--- src/rtl/morse_pkg.sv ---
// morse_pkg: shared state, timing and lookup types
// for the ASCII-to-Morse keyer.
package morse_pkg;

  typedef enum logic [2:0] {
    IDLE,
    LOAD,
    MARK,
    SYM_GAP,
    CHAR_GAP,
    WORD_GAP
  } state_t;

  localparam int DOT_UNITS        = 1;
  localparam int DASH_UNITS       = 3;
  localparam int SYM_GAP_UNITS    = 1;
  localparam int CHAR_GAP_UNITS   = 3;
  localparam int WORD_EXTRA_UNITS = 4;

  localparam logic [7:0] ASCII_SPACE = 8'h20;

  typedef struct packed {
    logic       supported;
    logic       is_space;
    logic [2:0] len;
    logic [4:0] pat;
  } lut_t;

  function automatic logic [1:0] last_unit(input int units);
    return 2'(units - 1);
  endfunction

endpackage

--- src/rtl/morse_lut.sv ---
// morse_lut: combinational ASCII to Morse ROM.
// pat is LSB-first, 1 = dash, 0 = dot.
module morse_lut
  import morse_pkg::*;
(
  input  logic [7:0] code,
  output lut_t       res
);

  logic [7:0] up;
  logic [2:0] len;
  logic [4:0] seq;
  logic [4:0] rev;

  // fold case; seq holds elements first-to-last, right-aligned
  always_comb begin
    up  = code;
    len = 3'd0;
    seq = 5'b0;
    if (code >= 8'h61 && code <= 8'h7a)
      up = code - 8'h20;
    unique case (up)
      "A": {len, seq} = {3'd2, 5'b00001};
      "B": {len, seq} = {3'd4, 5'b01000};
      "C": {len, seq} = {3'd4, 5'b01010};
      "D": {len, seq} = {3'd3, 5'b00100};
      "E": {len, seq} = {3'd1, 5'b00000};
      "F": {len, seq} = {3'd4, 5'b00010};
      "G": {len, seq} = {3'd3, 5'b00110};
      "H": {len, seq} = {3'd4, 5'b00000};
      "I": {len, seq} = {3'd2, 5'b00000};
      "J": {len, seq} = {3'd4, 5'b00111};
      "K": {len, seq} = {3'd3, 5'b00101};
      "L": {len, seq} = {3'd4, 5'b00100};
      "M": {len, seq} = {3'd2, 5'b00011};
      "N": {len, seq} = {3'd2, 5'b00010};
      "O": {len, seq} = {3'd3, 5'b00111};
      "P": {len, seq} = {3'd4, 5'b00110};
      "Q": {len, seq} = {3'd4, 5'b01101};
      "R": {len, seq} = {3'd3, 5'b00010};
      "S": {len, seq} = {3'd3, 5'b00000};
      "T": {len, seq} = {3'd1, 5'b00001};
      "U": {len, seq} = {3'd3, 5'b00001};
      "V": {len, seq} = {3'd4, 5'b00001};
      "W": {len, seq} = {3'd3, 5'b00011};
      "X": {len, seq} = {3'd4, 5'b01001};
      "Y": {len, seq} = {3'd4, 5'b01011};
      "Z": {len, seq} = {3'd4, 5'b01100};
      "0": {len, seq} = {3'd5, 5'b11111};
      "1": {len, seq} = {3'd5, 5'b01111};
      "2": {len, seq} = {3'd5, 5'b00111};
      "3": {len, seq} = {3'd5, 5'b00011};
      "4": {len, seq} = {3'd5, 5'b00001};
      "5": {len, seq} = {3'd5, 5'b00000};
      "6": {len, seq} = {3'd5, 5'b10000};
      "7": {len, seq} = {3'd5, 5'b11000};
      "8": {len, seq} = {3'd5, 5'b11100};
      "9": {len, seq} = {3'd5, 5'b11110};
      default: ;
    endcase
  end

  // bit-reverse so the first element lands in bit 0
  always_comb begin
    for (int i = 0; i < 5; i++)
      rev[i] = seq[4-i];
    res.supported = (len != 3'd0);
    res.is_space  = (code == ASCII_SPACE);
    res.len       = len;
    res.pat       = rev >> (3'd5 - len);
  end

endmodule

--- src/rtl/morse_keyer.sv ---
// morse_keyer: keys received ASCII bytes as Morse
// on a single on/off line, with a one-byte buffer.
module morse_keyer
  import morse_pkg::*;
#(
  parameter int UNIT_CYCLES = 720000,
  parameter int UNIT_W      = 20
) (
  input  logic       i_clk,
  input  logic       i_rst_n,
  input  logic [7:0] i_data,
  input  logic       i_valid,
  output logic       o_key,
  output logic       o_busy,
  output logic       o_overflow
);

  state_t            state;
  state_t            state_n;
  logic [2:0]        sync;
  logic              rise;
  logic [7:0]        hold_data;
  logic              hold_valid;
  lut_t              lut;
  logic              take;
  logic [4:0]        pat;
  logic [2:0]        rem;
  logic [UNIT_W-1:0] cnt;
  logic [1:0]        units;
  logic [1:0]        last_u;
  logic              tick;
  logic              done;
  logic              restart;
  logic              key;
  logic              ovf;

  morse_lut u_lut (
    .code (hold_data),
    .res  (lut)
  );

  assign rise    = sync[1] & ~sync[2];
  assign tick    = (cnt == UNIT_W'(UNIT_CYCLES - 1));
  assign done    = tick & (units == last_u);
  assign restart = done | (state_n != state) | (state == IDLE);

  assign o_key      = key;
  assign o_overflow = ovf;
  assign o_busy     = (state != IDLE) | hold_valid;

  // two-flop synchroniser plus one flop for edge detect
  always_ff @(posedge i_clk or negedge i_rst_n) begin
    if (!i_rst_n) sync <= '0;
    else          sync <= {sync[1:0], i_valid};
  end

  // holding buffer; a new byte wins over the clear
  always_ff @(posedge i_clk or negedge i_rst_n) begin
    if (!i_rst_n) begin
      hold_data  <= '0;
      hold_valid <= 1'b0;
      ovf        <= 1'b0;
    end else begin
      ovf <= 1'b0;
      if (rise && hold_valid && !take) begin
        ovf <= 1'b1;
      end else if (rise) begin
        hold_data  <= i_data;
        hold_valid <= 1'b1;
      end else if (take) begin
        hold_valid <= 1'b0;
      end
    end
  end

  // last unit index of the current state
  always_comb begin
    last_u = 2'd0;
    unique case (state)
      MARK:     last_u = pat[0] ? last_unit(DASH_UNITS)
                                : last_unit(DOT_UNITS);
      SYM_GAP:  last_u = last_unit(SYM_GAP_UNITS);
      CHAR_GAP: last_u = last_unit(CHAR_GAP_UNITS);
      WORD_GAP: last_u = last_unit(WORD_EXTRA_UNITS);
      default:  ;
    endcase
  end

  // next state; a byte held at gap expiry loads at once
  always_comb begin
    state_n = state;
    take    = 1'b0;
    unique case (state)
      IDLE:    if (hold_valid) state_n = LOAD;
      LOAD:    take = 1'b1;
      MARK:    if (done)
                 state_n = (rem > 3'd1) ? SYM_GAP : CHAR_GAP;
      SYM_GAP: if (done) state_n = MARK;
      CHAR_GAP, WORD_GAP:
        if (done) begin
          state_n = IDLE;
          take    = hold_valid;
        end
      default: state_n = IDLE;
    endcase
    if (take) begin
      if (lut.supported)     state_n = MARK;
      else if (lut.is_space) state_n = WORD_GAP;
      else                   state_n = IDLE;
    end
  end

  // state register and registered key line
  always_ff @(posedge i_clk or negedge i_rst_n) begin
    if (!i_rst_n) begin
      state <= IDLE;
      key   <= 1'b0;
    end else begin
      state <= state_n;
      key   <= (state_n == MARK);
    end
  end

  // pattern shifter and remaining-element count
  always_ff @(posedge i_clk or negedge i_rst_n) begin
    if (!i_rst_n) begin
      pat <= '0;
      rem <= '0;
    end else if (take) begin
      pat <= lut.pat;
      rem <= lut.len;
    end else if (state == MARK && done) begin
      pat <= pat >> 1;
      rem <= rem - 3'd1;
    end
  end

  // unit timer, restarted on every state entry
  always_ff @(posedge i_clk or negedge i_rst_n) begin
    if (!i_rst_n) begin
      cnt   <= '0;
      units <= '0;
    end else if (restart) begin
      cnt   <= '0;
      units <= '0;
    end else if (tick) begin
      cnt   <= '0;
      units <= units + 2'd1;
    end else begin
      cnt <= cnt + UNIT_W'(1);
    end
  end

endmodule

--- config.mk ---
export PLATFORM = sky130hd
export DESIGN_NAME = morse_keyer
export DESIGN_NICKNAME = d
export VERILOG_FILES = /design/src/rtl/morse_pkg.sv /design/src/rtl/morse_lut.sv /design/src/rtl/morse_keyer.sv
export SDC_FILE = /design/constraint.sdc
export NUM_CORES = 1
export LEC_CHECK = 0
export CORE_ASPECT_RATIO = 0.5
export CORE_MARGIN = 5
export CORE_UTILIZATION = 38
export DETAILED_ROUTE_END_ITERATION = 12
export PLACE_DENSITY_LB_ADDON = 0.12
export RECOVER_POWER = 100
export REMOVE_ABC_BUFFERS = 1
export SLEW_MARGIN = 20
export SYNTH_ARGS = -nofsm -noshare
export SYNTH_HDL_FRONTEND = slang
export SYNTH_SLANG_ARGS = --single-unit
--- constraint.sdc ---
create_clock -name i_clk -period 3.04 [get_ports i_clk]
set_clock_uncertainty 0.15 [all_clocks]
set_input_delay 0.608 -clock i_clk [delete_from_list [all_inputs] [get_ports i_clk]]
set_output_delay 0.608 -clock i_clk [all_outputs]
set_load 0.02 [all_outputs]
==> key figures <==
Outcome
  • Status: completed

Yosys
  • Synth Area in Simple Gates: 0.2696
  • Mux cell area share after synthesis: 0.05133
  • Post-synthesis sequential area ratio: 0.3683
  • Avg Inst Size Synth: 8.796 um^2
  • Number of synthesized flops with an enable pin: 0
  • Syn. warnings: 0
  • XOR/XNOR Fraction of Synth Area: 0.06034
  • Yosys reg bits: 47
  • Cell variety after synth: 69
  • Mapped Cells: 363
  • Post-synth ARST share: 1.000
  • Post-Synthesis Cell Area: 0.003193 mm^2
  • Compound-cell area share of the yosys netlist: 0.1861
  • Top_reg_cell synth: dfrtp_1
  • Post-Synth Adder-Cell Area: 0.01959
  • Largest family of logic cells by synthesized area: simple AND/OR/NAND/NOR gates

Global route
  • Initial antenna violation count: 0
  • Total track usage: 0.1515
  • Global route overflow: 0
  • First-pass GRT wire length: 13.20 mm
  • Largest net degree at the start of global routing: 28
  • Number of global-route vias before repair: 2,666

Drt
  • WL per Instance: 15.09 um
  • Routed Antenna Nets: 0
  • 1st-pass router iterations: 4
  • DR iter-0 viols: 191
  • Total Wirelength: 7.410 mm
  • DRC Markers: 0
  • Routed via count: 2,729
  • Via/cell ratio: 5.558

Setup path
  • R2R depth: 8
  • Slowest stage cell on the critical path: or4_4
  • Worst setup path startpoint: cnt[11]
  • Crit Path Max Fanout: 7
  • Worst R2R Setup Slack: 0.14 ns
  • Setup CP Type: register to register
  • CP Capture Type: register
  • Critical Path RT: 3.06 ns
  • Worst setup SP type: register
  • Worst r2r dst: pat[2]
  • FF-to-FF Start: cnt[11]
  • Cells along the critical path: nand4_2 -> or4_4 -> or3_1 -> nor4b_4 -> clkbuf_2 -> mux2i_1 -> nor2_1 -> a221o_1
  • Crit-path max cell delay: 0.51 ns
  • Arr. time, crit path: 2.92 ns

Clock tree
  • CTS tree: built
  • CTS root buf: clkbuf_16
  • Clock Latency Late Sink: 0.28 ns
  • TritonCTS buffer count: 5
  • Clk pin slew, worst setup/hold paths: 0.06 ns
  • CTS Buffer Depth: 2
  • H-tree Lvls: 2
  • CTS sink count: 47

Final layout
  • Area grow syn2layout: 14.69%
  • Ant. Diodes: 0
  • Design area: 0.003662 mm^2
  • Filler cells: 772
  • Commonest non-fill, non-tap cell in the layout: dfrtp_1
  • Nets@finish: 394
  • Finished Layout Cells: 491
  • Layout cells sized above 1: 0.1293
  • Commonest cells after routing, fill and taps aside: dfrtp_1 (46), nor2_1 (34), nand2_1 (32)

Place
  • DP HPWL: 5.543 mm
  • Placed cells: 481
  • DP Area: 0.003477 mm^2
  • GP Congestion: 0.9076
  • IO buf count: 13

STA
  • Final Hold Fails: 0
  • Final hold slack: 0.2036 ns
  • Final setup violation count: 0
  • Unrepaired setup endpoints after global routing: false
  • Slew Viols, Final: 0
  • Slew headroom: 0.2470
  • Fmax: 0.3448 GHz
  • Final worst-path cycle share: 0.9539
  • Minimum clock period: 2.900 ns
  • Slew @ Worst Pin: 1.130 ns
  • Final setup TNS: 0 ns

Power and ir drop
  • Maximum VDD drop: 0.3643 mV
  • Pwr per Cell Area: 938.6 mW/mm^2
  • P_leak: 1.523 nW

Flow run
  • Max-cap violations: 0

Floorplan
  • Num rows: 23
  • Chip Width: 139.6 um
  • Area of the core: 0.008087 mm^2
  • Die ar.: 0.01045 mm^2
  • Initial Util: 0.3949
  • Ports: 14
  • Die height: 74.82 um

Worst hold path
  • Hold WC Path Type: register to register
  • Hold Crit Depth: 0
  • Hold_sp: sync[0]
  • Worst Hold Path EP: sync[1]
[critical path, delay by kind of cell (launching register included)]
family,cells,cell delay (ns)
buffers and inverters,1,0.22
multiplexers,1,0.20
AO/OA/AOI/OAI,1,0.25
AND/OR/NAND/NOR,5,1.52
flip-flops,1,0.43
[cells by family (layout without fill, tap and decap cells)]
kind of cell               Yosys count  count (layout)
buffers and inverters               34              50
muxes                               15              15
AOI/OAI and AO/OA                   81              81
DFF                                 47              47
xor gates and xnor gates            22              22
and+or+nand+nor                    159             159
adders and majority gates            5               5
[layout make-up]
type	count	area, um^2	area share
Clock buffer	6	128.9	0.03519
Inverter	11	41.29	0.01127
Multi-Input combinational cell	282	1869	0.5104
Tap cell	112	140.1	0.03826
Timing Repair Buffer	31	245.2	0.06696
Sequential cell	47	1177	0.3215
Clock inverter	2	60.06	0.01640
[state kept, by name, indices dropped and copies added (netlist names)]
signal      flops
units           2
sync            3
state           3
pat             5
o_key           1
rem             3
cnt            20
hold_valid      1
hold_data       8
o_overflow      1
[Yosys cell counts (6+ instances only)]
| cell | n | area, um^2 |
|---|---|---|
| nor3_1 | 16 | 80.08 |
| o21ai_0 | 13 | 65.06 |
| mux2_2 | 9 | 101.4 |
| inv_1 | 11 | 41.29 |
| nand4_1 | 8 | 50.05 |
| clkbuf_1 | 14 | 52.55 |
| a21oi_1 | 15 | 75.07 |
| nor2_1 | 34 | 127.6 |
| nand2b_1 | 9 | 56.30 |
| nand2_1 | 32 | 120.1 |
| nor2b_1 | 13 | 81.33 |
| dfrtp_1 | 47 | 1176 |
| xor2_1 | 17 | 148.9 |
| buf_2 | 6 | 30.03 |
| nand3_1 | 14 | 70.07 |
| and3_1 | 6 | 37.54 |
[routing by layer]
| metal | up-vias | GRT usage | wire length [um] | share of wire |
|---|---|---|---|---|
| met5 | - | 0 | 0 | 0 |
| met4 | 0 | 0.03652 | 66 | 0.0089 |
| met3 | 8 | 0.02475 | 255 | 0.034 |
| met2 | 49 | 0.2556 | 3435 | 0.46 |
| met1 | 1328 | 0.2090 | 3652 | 0.49 |
| li1 | 1344 | - | - | - |
[how the worst max path moves through the flow]
stage               slack, ns  cells after the start  endpoint
floorplan             -0.0003                      6   cnt[10]
finish                   0.14                      8    pat[2]
global route            0.005                      9    pat[2]
detailed placement       0.07                      9    pat[2]
CTS                      0.06                      9    pat[2]
global placement         0.21                      7    pat[2]
[metrics by stage]
| stage | total power, mW | setup slack, ns | util |
|---|---|---|---|
| 2_1_floorplan | 2.179 | -0.0003029 | - |
| 3_3_place_gp | 2.735 | 0.2106 | 0.4300 |
| 3_5_place_dp | 2.758 | 0.06651 | 0.4300 |
| 4_1_cts | 3.474 | 0.06294 | 0.4534 |
| 5_1_grt | 3.732 | 0.005104 | 0.4529 |
| 6_report | 3.437 | 0.1400 | 0.4529 |
[repair_timing]
| action | in CTS | in global routing |
|---|---|---|
| endpoints found under the setup margin | 0 | 4 |
| buffers inserted | 0 | 2 |
| hold buffers | 0 | 0 |
| gates resized for setup | 0 | 4 |
| hold endpoints to repair | 0 | 0 |
[power breakdown]
group | internal [mW] | switching (mW) | total [mW] | leakage [nW]
clock | 0.471 | 0.222 | 0.693 | 0.0911
combinational | 0.724 | 1.02 | 1.75 | 0.815
sequential | 0.764 | 0.234 | 0.998 | 0.618
(Power assumes the default switching activity.)
